**src/rtl/control_sequencer.sv**
```systemverilog
// Hardwired control sequencer: fetch in T0-T2, then per-opcode execute steps, with a halt path.
// Optional feature: define ILLEGAL_TRAP_EN to halt and raise a sticky Illegal flag on unsupported opcodes.
module control_sequencer (
    input  logic        clock,
    input  logic        clear,
    input  logic [31:0] IR,
    input  logic        CON_FF,
    input  logic        Stop,
    output logic        PCout,
    output logic        Zlowout,
    output logic        MDRout,
    output logic        Cout,
    output logic        Rout,
    output logic        BAout,
    output logic        MARin,
    output logic        PCin,
    output logic        MDRin,
    output logic        IRin,
    output logic        Yin,
    output logic        ZLowIn,
    output logic        Rin,
    output logic        CONin,
    output logic        IncPC,
    output logic        Read,
    output logic        Write,
    output logic        Gra,
    output logic        Grb,
    output logic        Grc,
    output logic [4:0]  opcode,
    output logic        Run,
    output logic        Illegal
);

    localparam logic [4:0] OP_JAL  = 5'b10100;
    localparam logic [4:0] OP_JR   = 5'b10011;
    localparam logic [4:0] OP_BR   = 5'b10010;
    localparam logic [4:0] OP_NOP  = 5'b11001;
    localparam logic [4:0] OP_HALT = 5'b11010;
    localparam logic [4:0] ALU_ADD = 5'b00011;

`ifdef ILLEGAL_TRAP_EN
    localparam bit TRAP_EN = 1'b1;
`else
    localparam bit TRAP_EN = 1'b0;
`endif

    typedef enum logic [3:0] {
        S_RST    = 4'd0,
        S_T0     = 4'd1,
        S_T1     = 4'd2,
        S_T2     = 4'd3,
        S_T3     = 4'd4,
        S_T4     = 4'd5,
        S_T5     = 4'd6,
        S_T6     = 4'd7,
        S_HALTED = 4'd8
    } state_t;

    state_t state_reg;
    state_t state_next;
    state_t end_of_instr;

    logic [4:0] ir_op;
    logic       is_jal;
    logic       is_jr;
    logic       is_br;
    logic       is_nop;
    logic       is_halt;
    logic       is_supported;
    logic       ir_unused;

    // Only the opcode field steers sequencing; register fields go straight to the datapath.
    assign ir_op        = IR[31:27];
    assign ir_unused    = ^IR[26:0];
    assign is_jal       = (ir_op == OP_JAL);
    assign is_jr        = (ir_op == OP_JR);
    assign is_br        = (ir_op == OP_BR);
    assign is_nop       = (ir_op == OP_NOP);
    assign is_halt      = (ir_op == OP_HALT);
    assign is_supported = is_jal | is_jr | is_br | is_nop | is_halt;

    // Stop is only looked at on the edge that closes an instruction.
    assign end_of_instr = Stop ? S_HALTED : S_T0;

    always_ff @(posedge clock or negedge clear) begin
        if (!clear) begin
            state_reg <= S_RST;
        end else begin
            state_reg <= state_next;
        end
    end

`ifdef ILLEGAL_TRAP_EN
    logic illegal_reg;

    always_ff @(posedge clock or negedge clear) begin
        if (!clear) begin
            illegal_reg <= 1'b0;
        end else if (state_reg == S_T3 && !is_supported) begin
            illegal_reg <= 1'b1;
        end
    end

    assign Illegal = illegal_reg;
`else
    assign Illegal = 1'b0;
`endif

    always_comb begin
        state_next = state_reg;
        case (state_reg)
            S_RST: state_next = S_T0;
            S_T0:  state_next = S_T1;
            S_T1:  state_next = S_T2;
            S_T2:  state_next = S_T3;
            S_T3: begin
                if (is_halt) begin
                    state_next = S_HALTED;
                end else if (TRAP_EN && !is_supported) begin
                    state_next = S_HALTED;
                end else if (is_jal || is_br) begin
                    state_next = S_T4;
                end else begin
                    state_next = end_of_instr;
                end
            end
            S_T4:     state_next = is_br ? S_T5 : end_of_instr;
            S_T5:     state_next = S_T6;
            S_T6:     state_next = end_of_instr;
            S_HALTED: state_next = S_HALTED;
            default:  state_next = S_RST;
        endcase
    end

    always_comb begin
        PCout   = 1'b0;
        Zlowout = 1'b0;
        MDRout  = 1'b0;
        Cout    = 1'b0;
        Rout    = 1'b0;
        BAout   = 1'b0;
        MARin   = 1'b0;
        PCin    = 1'b0;
        MDRin   = 1'b0;
        IRin    = 1'b0;
        Yin     = 1'b0;
        ZLowIn  = 1'b0;
        Rin     = 1'b0;
        CONin   = 1'b0;
        IncPC   = 1'b0;
        Read    = 1'b0;
        Write   = 1'b0;
        Gra     = 1'b0;
        Grb     = 1'b0;
        Grc     = 1'b0;
        opcode  = 5'b00000;
        Run     = 1'b0;
        case (state_reg)
            S_T0: begin
                Run    = 1'b1;
                PCout  = 1'b1;
                MARin  = 1'b1;
                IncPC  = 1'b1;
                ZLowIn = 1'b1;
            end
            S_T1: begin
                Run     = 1'b1;
                Zlowout = 1'b1;
                PCin    = 1'b1;
                Read    = 1'b1;
                MDRin   = 1'b1;
            end
            S_T2: begin
                Run    = 1'b1;
                MDRout = 1'b1;
                IRin   = 1'b1;
            end
            S_T3: begin
                Run = 1'b1;
                if (is_jal) begin
                    PCout = 1'b1;
                    Grb   = 1'b1;
                    Rin   = 1'b1;
                end else if (is_jr) begin
                    Gra  = 1'b1;
                    Rout = 1'b1;
                    PCin = 1'b1;
                end else if (is_br) begin
                    Gra   = 1'b1;
                    Rout  = 1'b1;
                    CONin = 1'b1;
                end
            end
            S_T4: begin
                Run = 1'b1;
                if (is_jal) begin
                    Gra  = 1'b1;
                    Rout = 1'b1;
                    PCin = 1'b1;
                end else if (is_br) begin
                    PCout = 1'b1;
                    Yin   = 1'b1;
                end
            end
            S_T5: begin
                Run    = 1'b1;
                Cout   = 1'b1;
                ZLowIn = 1'b1;
                opcode = ALU_ADD;
            end
            S_T6: begin
                // Branch target already sits in Z; CON_FF decides whether it lands in PC.
                Run     = 1'b1;
                Zlowout = 1'b1;
                PCin    = CON_FF;
            end
            default: begin
                Run = 1'b0;
            end
        endcase
    end

endmodule

```
**config.mk**
```make
export PLATFORM = sky130hd
export DESIGN_NAME = control_sequencer
export DESIGN_NICKNAME = d
export VERILOG_FILES = /design/src/rtl/control_sequencer.sv
export SDC_FILE = /design/constraint.sdc
export NUM_CORES = 1
export LEC_CHECK = 0
export CAP_MARGIN = 20
export CORE_ASPECT_RATIO = 1.1
export CORE_UTILIZATION = 29
export CTS_CLUSTER_SIZE = 24
export DETAILED_ROUTE_END_ITERATION = 10
export GPL_TIMING_DRIVEN = 0
export PLACE_DENSITY = 0.85
export RECOVER_POWER = 100
export SLEW_MARGIN = 20
export SYNTH_ARGS = -nofsm -noshare
export SYNTH_HDL_FRONTEND = slang
export SYNTH_SLANG_ARGS = --single-unit
export TNS_END_PERCENT = 100
```
**constraint.sdc**
```tcl
create_clock -name clock -period 2.3 [get_ports clock]
set_input_delay 0.575 -clock clock [delete_from_list [all_inputs] [get_ports clock]]
set_output_delay 0.575 -clock clock [all_outputs]
set_load 0.02 [all_outputs]
```
## Yosys cells after proc, flatten, opt, wreduce, memory -nomap -nowiden

Cells that the tools add are included.

| storage, ports and cells | value |
|---|---|
| flip-flop bits (word level) | 4 |
| input bits | 36 |
| output and inout bits | 27 |
| word-level logic and storage cells | 46 |

| cells by class | value |
|---|---|
| equality and inequality tests | 12 |
| muxes and demuxes | 28 |
| reductions and logical operators | 5 |

Operators with widths:

| cell | count |
|---|---|
| $pmux 4 s9 | 1 |
| $eq 5x5->1 const B | 4 |
| $mux 1 | 19 |
| $eq 4x3->1 const B | 4 |
| $mux 4 | 4 |
| $eq 4x2->1 const B | 2 |
| $reduce_or 7->1 | 1 |
| $eq 4x1->1 const B | 1 |
| $eq 4x4->1 const B | 1 |
| $logic_not 4->1 | 1 |
| $pmux 1 s4 | 1 |
| $reduce_or 2->1 | 2 |
| $pmux 1 s3 | 1 |
| $mux 2 | 1 |
| $pmux 1 s2 | 1 |
| $logic_or 1x1->1 | 1 |

## Logic depth before layout (Yosys ltp)

| depth | value |
|---|---|
| depth after elaboration | 5 |
| depth in mapped cells | 5 |
| depth with buffers taken out | 4 |

## Worst setup path after synthesis

Ideal clock, no wire load.

| timing path | value |
|---|---|
| path kind | input port to output port |
| start | input IR[27] |
| end | output Rout |
| arrival time | 1.789 ns |
| required time | 1.725 ns |
| path slack | -0.064 ns |
| cell stages on the path | 5 |
| buffers on the path | 1 |
| cell sequence | nor2_1 and4b_2 mux2i_1 nor3_1 buf_4 |

| on the way | value |
|---|---|
| longest elaborated chain between the ends | 5 |
| elaborated cells between the ends (all ways) | 8 |
| those cells by class | eq/ne (3); mux (5) |

Ends and longest elaborated chain:

| element | line | source |
|---|---|---|
| from (decl) | 6 | `input logic [31:0] IR,` |
| $eq 5x5->1 | 77 | `assign is_br = (ir_op == OP_BR);` |
| $mux 1 (3 in a row) | n/a |  |
| $pmux 1 s2 (*) | n/a |  |
| to (decl) | 13 | `output logic Rout,` |

Mark *: on every way between the ends. The rest lies on a longest branch, timed or not.

## Final worst setup path

| timing path | value |
|---|---|
| start | input IR[31] |
| end | output PCout |

| on the way | value |
|---|---|
| longest elaborated chain between the ends | 4 |
| elaborated cells between the ends (all ways) | 6 |
| those cells by class | eq/ne (2); mux (4) |

Ends and longest elaborated chain:

| element | line | source |
|---|---|---|
| $eq 5x5->1 | 77 |  |
| $mux 1 | 200 | `end else if (is_br) begin` |
| $mux 1 | 196 | `if (is_jal) begin` |
| $pmux 1 s3 (*) | 158 | `case (state_reg)` |
| to (decl) | 9 | `output logic PCout,` |

Marked as above.

==> run summary <==
status = completed
cell breakdown of the critical path = buf_6 -> nand2_2 -> or4_4 -> and3_4 -> nor4_4 -> buf_4
Post-synth EDFFs = 0
worst clock skew = 2.16 ps
Diodes inserted = 0
Cell Rows = 17
Required @ worst endpoint = 1730 ps
largest net degree at the start of global routing = 11
core area = 2020 um2
Seq cells post-synth = 4
layout cells sized above 1 = 0.458
Max Cap Viol = 0
H-tree depth = 1
CTS tree = done
I/O Pins = 63
max reg flops = 4
clock-pin slew on the worst setup and hold paths = 40 ps
Placer Congestion = 0.744
wire length per cell = 13.2 um
first-pass GRT wire length = 2.93 mm
area of the multi-input gates = 449 um2
final hold violation count = 0
RSZ-0062 raised after global routing = yes
internal reg-to-reg setup slack = 950 ps
fillcell total = 200
Max Fclk = 441 MHz
Final Slew Violations = 0
Total Wirelength = 1.95 mm
Avg Cell Area, Syn = 7.79 um2
Layout area overhead = 65.9%
hold buffers post-CTS = 0
gr usage total = 0.175
total negative slack = 0 ps
drt first-iter violations = 17
Synth Instances = 80
critical setup path kind = primary input to output pin
Synth Cell Area = 623 um2
Synth cell types = 34
slowest CP cell = or4_4
async set-reset flop share out of synthesis = 1.00
vias in the first global route = 654
Longest Clk Path Bufs = 2
Reg area = 103 um2
Critical Path Start Type = primary input
DRC violations left = 0
Worst IR Drop VDD = 0.397 mV
DP Wirelength = 1.27 mm
Pre-Repair DR Iteration Count = 4
CP Capture Type = output pin
DIE WIDTH = 46.2 um
LEAKAGE = 0.539 nW
sequential cell area fraction in the yosys report = 0.161
Reg2Reg Launch Point = state_reg[1]$_DFF_PN0_
GRT Residual Overflow = 0
Clk Latency, worst-skew pair = 240 ps
fin crit share = 0.985
yosys warns = 0
vias per inst = 4.83
Die ar. = 2340 um2
leading cell type in the layout, fill and taps excluded = buf_4
IO Port Bufs = 28
CP peak stage delay = 520 ps
Max FO, Critical Path = 3
initial antenna violation count = 0
initial core utilization = 0.308
PD cells = 1070 nW/um2
Total Power = 1.11 mW
crit path DAT = 1690 ps
worst flop-to-flop path endpoint = state_reg[3]$_DFF_PN0_
Final Critical Period = 2270 ps
final antenna-violating net count = 0
DIE HEIGHT = 50.6 um
Final nets = 158
Clock Root Buffer = clkbuf_4
Final setup viols = 0
Vias = 715
most frequent cells in the layout = buf_4 (19), dlygate4sd2_1 (9), buf_6 (7), conb_1 (7), buf_2 (6)
r2r worst-path depth = 4
sink count of the clock tree = 4
Tightest Hold Check Type = primary input to async pin
top_reg_cell synth = dfrtp_1
cts bufs inserted = 3
per-stage QoR:
step           instances  setup WS, ps   util  cell area, um2  hold slack [ps]
3_5_place_dp         142          -903  0.478             966              625
4_1_cts              147          -117  0.498            1010              538
6_report             148          33.4  0.511            1030              598
2_1_floorplan         86          24.7      -             651              279
5_1_grt              148         -28.4  0.511            1030              622
3_3_place_gp         142          -875  0.478             966              628
synth_stat cells, drive strengths merged (2+ instances only):
cell / number / area (um2)
mux2i: 3 / 30.0
buf: 18 / 146
and3: 2 / 17.5
nor3: 8 / 40.0
dfrtp: 4 / 100
nor4b: 2 / 17.5
nor2b: 5 / 31.3
nand2b: 6 / 37.5
nor2: 7 / 26.3
a21oi: 2 / 10.0
nand2: 3 / 13.8
cell type report:
cell class | count | area share
plain buffers | 18 | 0.142
multi-input cells | 63 | 0.435
clock buffers | 3 | 0.0218
flip-flops and latches | 4 | 0.0993
well taps | 28 | 0.0339
repair buffers | 31 | 0.265
inverters | 1 | 0.00363
critical path: cells and delay by family:
| family | cells | cell delay [ps] |
|---|---|---|
| simple gates | 4 | 850 |
| buf+inv | 2 | 250 |
power breakdown:
group          internal (mW)  switching [mW]  leakage, nW
clock                 0.0585          0.0317       0.0138
combinational          0.395           0.465        0.477
sequential             0.104          0.0567       0.0485
total                  0.557           0.553        0.539
per-layer routing:
layer  up-vias  part of all wire  track usage
met2        33              0.54        0.296
met5         -                 0            0
li1        342                 -            -
met4         0             0.029        0.108
met1       333              0.38        0.197
met3         7             0.050       0.0252
cells by family (layout without fill, tap and decap cells):
| group | Yosys count | in the layout | synth area share |
|---|---|---|---|
| XOR/XNOR | 1 | 1 | 0.0141 |
| AO/OA/AOI/OAI | 12 | 12 | 0.139 |
| other | 1 | 7 | 0.00602 |
| multiplexers | 3 | 3 | 0.0482 |
| AND/OR/NAND/NOR | 40 | 40 | 0.392 |
| flip-flops | 4 | 4 | 0.161 |
| buffers and inverters | 19 | 53 | 0.241 |
worst max path at each step:
| stage | cells past startpoint | from | slack (ps) | end |
|---|---|---|---|---|
| floorplan | 3 | IR[27] | 20 | PCout |
| global placement | 5 | IR[30] | -870 | PCout |
| detailed placement | 5 | IR[30] | -900 | PCout |
| CTS | 6 | IR[31] | -120 | PCout |
| global route | 6 | IR[31] | -30 | PCout |
| finish | 6 | IR[31] | 30 | PCout |
repair_timing:
item,CTS,global route
pin swaps,6,1
endpoints found under the setup margin,20,6
buffers inserted,2,1
gates resized for setup,76,8
Note: power is estimated with default switching activity, not from simulation.
